File: config.mk
export PLATFORM = sky130hd
export DESIGN_NAME = counter_sched_ctrl
export DESIGN_NICKNAME = d
export VERILOG_FILES = /design/src/rtl/counter_sched_pkg.sv /design/src/rtl/counter_core.sv /design/src/rtl/counter_sched_ctrl.sv
export SDC_FILE = /design/constraint.sdc
export NUM_CORES = 1
export LEC_CHECK = 0
export CAP_MARGIN = 10
export CORE_AREA = 2 2 57 59
export DETAILED_ROUTE_END_ITERATION = 6
export DIE_AREA = 0 0 59 61
export PLACE_DENSITY = 0.77
export SETUP_SLACK_MARGIN = 0.05
export SYNTH_ARGS = -nofsm -noshare
export SYNTH_HDL_FRONTEND = slang
export SYNTH_SLANG_ARGS = --single-unit
export TNS_END_PERCENT = 1
File: constraint.sdc
create_clock -name clk -period 4.8 [get_ports clk]
set_input_delay 0.72 -clock clk [delete_from_list [all_inputs] [get_ports clk]]
set_output_delay 0.72 -clock clk [all_outputs]
set_load 0.02 [all_outputs]
File: src/rtl/counter_sched_pkg.sv
// counter_sched_pkg: shared state encoding and mode constants for the timer controller
package counter_sched_pkg;
  typedef enum logic [1:0] {
    ST_IDLE = 2'd0,
    ST_RUN  = 2'd1,
    ST_HOLD = 2'd2,
    ST_DONE = 2'd3
  } state_t;
  localparam logic MODE_ONESHOT  = 1'b0;
  localparam logic MODE_PERIODIC = 1'b1;
endpackage

File: src/rtl/counter_core.sv
// counter_core: up-counter with synchronous clear (priority) and enable
module counter_core #(
  parameter int WIDTH = 8
) (
  input  logic             clk,
  input  logic             rst,
  input  logic             clr,
  input  logic             en,
  output logic [WIDTH-1:0] count
);
  always_ff @(posedge clk)
    if (rst || clr) count <= '0;
    else if (en) count <= count + WIDTH'(1);
endmodule

File: src/rtl/counter_sched_ctrl.sv
// counter_sched_ctrl: programmable one-shot/periodic timer sequencing a counter_core
module counter_sched_ctrl
  import counter_sched_pkg::*;
#(
  parameter int WIDTH = 8
) (
  input  logic             clk,
  input  logic             rst,
  input  logic             cfg_we,
  input  logic [WIDTH-1:0] term_val,
  input  logic             mode_periodic,
  input  logic             start,
  input  logic             pause,
  input  logic             stop,
  output logic [WIDTH-1:0] count,
  output logic             busy,
  output logic             tick,
  output logic             done
);
  state_t state, nxt;
  logic [WIDTH-1:0] term_reg;
  logic mode_reg, clr, en, tick_n;
  counter_core #(.WIDTH(WIDTH)) u_core (.clk(clk), .rst(rst), .clr(clr), .en(en), .count(count));
  always_comb begin
    nxt = state;
    clr = 1'b0;
    en = 1'b0;
    tick_n = 1'b0;
    if (stop) begin
      nxt = ST_IDLE;
      clr = 1'b1;
    end else if (start && (state == ST_IDLE || state == ST_DONE)) begin
      nxt = ST_RUN;
      clr = 1'b1;
    end else if (state == ST_RUN && pause) nxt = ST_HOLD;
    else if (state == ST_HOLD && !pause) nxt = ST_RUN;
    else if (state == ST_RUN) begin
      if (count != term_reg) en = 1'b1;
      else begin
        tick_n = 1'b1;
        clr = mode_reg == MODE_PERIODIC;
        nxt = mode_reg == MODE_PERIODIC ? ST_RUN : ST_DONE;
      end
    end
  end
  always_ff @(posedge clk)
    if (rst) begin
      state <= ST_IDLE;
      term_reg <= '0;
      mode_reg <= MODE_ONESHOT;
      tick <= 1'b0;
      done <= 1'b0;
      busy <= 1'b0;
    end else begin
      state <= nxt;
      tick <= tick_n;
      done <= nxt == ST_DONE;
      busy <= nxt == ST_RUN || nxt == ST_HOLD;
      if (cfg_we && (state == ST_IDLE || state == ST_DONE)) begin
        term_reg <= term_val;
        mode_reg <= mode_periodic;
      end
    end
endmodule

==> metrics.yaml <==
placement:
  postPlaceCellArea_mm2: 0.00144
  gp_congestion: 0.751
  hpwl_um: 1770
  io_buffers: 25
  dp.cells: 176
die:
  die_y_um: 61
  row_count: 20
  core_mm2: 0.00295
  dieArea_mm2: 0.00360
  ios: 26
  start_util_pct: 39.3
  die_w_um: 59
cells_and_area:
  multi_input_area_um2: 681
  nets: 167
  fillers: 290
  final_cell_mix: "clkdlybuf4s50_1 (25), dfxtp_1 (22), nand2_1 (12), nand3_1 (12), a21oi_1 (12)"
  layout-drive-gt1-share_pct: 10.3
  n_antenna_cell: 0
  register_area_um2: 440
  syn2layout_area_growth_pct: 25.7
  fin_area_mm2: 0.00146
  final_core_util_pct: 49.4
  final-instance-count-excl-fill: 179
  layout_commonest_cell: "clkdlybuf4s50_1"
clocking:
  clock_latency_ns: 0.30
  cts_tree: "built"
  cts_buffers: 3
  cts_resized: 0
  cts-root-buf: "clkbuf_4"
  cts_sinks: 22
  post_cts_buffers: 0
  path_clk_slew_ns: 0.11
  ctsHoldBuffers: 0
  ctsLongestPathBuffers: 2
  htree_levels: 1
setup_path:
  reg2reg_depth: 7
  r2r_setup_slack_ns: 2.36
  start_kind: "flip-flop"
  crit_fanout: 12
  r2r_start: "state[0]"
  slowest_stage: "or4_1"
  cp.required_ns: 4.99
  cpPeakStageDelay_ns: 0.55
  cp_top_family: "compound AO/OA/AOI/OAI gates"
  critical_path.cell_chain: "inv_1, ha_1, a21o_1, or4_1, a2111oi_2, xnor2_1, nor2_2"
  crit_buf_inv: 1
  crit_type: "reg2reg"
  critPathArrivalTime_ns: 2.63
  critPathCaptureType: "flip-flop"
  r2r_end: "u_core.count[6]"
yosys:
  yosysWarnings: 0
  ys.flop_type: "dfxtp_1"
  synth.distinct_cells: 36
  synth_nets: 141
  synth.avg_cell_area_um2: 9.51
  syn_area_mm2: 0.00116
  synth_async_sr_flop_share_pct: 0
  syn_inst: 122
  yosysSeqAreaShare_pct: 38.0
  synth_edf_count: 0
  ys_ff_latch: 22
status:
  status: "finished, final reports clean"
drt:
  dr_total_vias: 958
  drt_wl_total_um: 2220
  routedWlPerCell_um: 12.4
  drtAntennaViolNets: 0
  drtIter0Drc: 28
  drc_errors: 0
  first_pass_iters: 4
  via_per_inst: 5.35
hold_path:
  min_path_type: "reg2reg"
  worst_hold_path.endpoint: "mode_reg"
  hold_depth: 2
  hold_path_startpoint: "mode_reg"
sta:
  finalSetupTns_ns: 0
  finalMaxSlewViolations: 0
  final.period_utilization_pct: 50.9
  finalSetupViolations: 0
  max_freq_ghz: 0.410
  finalHoldViolCount: 0
  tightest_slew_ns: 0.606
  rsz0062_at_grt: "no"
  fin_worst_skew_ns: 0.00290
  layout_min_cycle_time_ns: 2.44
  slew_headroom_pct: 59.3
pwr:
  powerDensity_mw_per_mm2: 230
  peakVddDrop_mv: 0.0906
  power.leakage_nw: 0.527
  power_uw: 336
global_route:
  grt_pass1_vias: 876
  antenna_found_initial: 0
  gr-total-overflow: 0
  grt_pass1_wl_um: 3860
  grt_use_total_pct: 13.9
  grt_max_degree: 16
job:
  cap_violations: 0
## area by class of cell
class	instances	area share, %
multi-input combinational	90	46.7
clock buffer	3	1.55
sequential	22	30.2
inverter	6	1.55
timing repair buffer	25	17.2
tap	33	2.83
## Yosys cell counts, drive strengths merged, types with 2 or more instances
| master | instances | area, um^2 |
|---|---|---|
| dfxtp | 22 | 440 |
| a21oi | 13 | 76.3 |
| nand2 | 13 | 56.3 |
| nand3 | 12 | 60.1 |
| xor2 | 8 | 70.1 |
| inv | 6 | 22.5 |
| nor2 | 6 | 27.5 |
| ha | 4 | 50.1 |
| xnor2 | 4 | 35.0 |
| a2111oi | 3 | 57.6 |
| and3 | 3 | 18.8 |
| nor4 | 3 | 48.8 |
| a211oi | 2 | 15.0 |
| a21o | 2 | 15.0 |
| buf | 2 | 8.75 |
| clkbuf | 2 | 7.51 |
| nand3b | 2 | 15.0 |
| nor2b | 2 | 12.5 |
| nor3 | 2 | 10.0 |
## how the worst max path moves through the flow
stage                    start         endpoint  slack (ns)  cells after the start
2_1_floorplan  u_core.count[3]             busy        2.53                      7
6_report              state[0]  u_core.count[6]        2.36                      7
5_1_grt        u_core.count[3]             busy        2.23                      7
3_5_place_dp             pause             busy        2.04                      7
3_3_place_gp             pause             busy        2.10                      7
4_1_cts               state[0]  u_core.count[6]        2.35                      7
## per-stage QoR
stage	hold WS, ns	setup WS, ns
global route	0.511	2.23
CTS	0.478	2.35
floorplan	0.436	2.53
global placement	0.453	2.10
detailed placement	0.462	2.04
finish	0.472	2.36
## report_power, final
part	total, mW	switching (mW)	internal, mW
combinational	0.0622	0.0338	0.0284
sequential	0.192	0.00366	0.188
clock	0.0816	0.0523	0.0293
total	0.336	0.0898	0.246
## metal layers
metal / track usage, % / share of wire, % / up-vias
met4: 5.84 / 0.99 / 0
li1: - / - / 491
met2: 24.6 / 50 / 24
met3: 1.92 / 3.7 / 2
met5: 0 / 0 / -
met1: 17.0 / 45 / 441
## worst register-to-register path: cells and delay by family (launching register included)
family / cells / cell delay (ns)
AO/OA/AOI/OAI: 2 / 0.69
XOR/XNOR: 1 / 0.18
adder cells (fa/ha/maj): 1 / 0.44
buffers and inverters: 1 / 0.06
flip-flops: 1 / 0.37
AND/OR/NAND/NOR: 2 / 0.59
## cell families after synthesis
family | after synthesis | share of synthesized area [%]
AOI/OAI and AO/OA | 28 | 21.6
xor gates and xnor gates | 12 | 9.06
adders and majority gates | 4 | 4.32
buffers and inverters | 10 | 3.34
DFF | 22 | 38.0
muxes | 1 | 0.863
and+or+nand+nor | 45 | 22.9
Note: power is estimated with default switching activity, not from simulation.
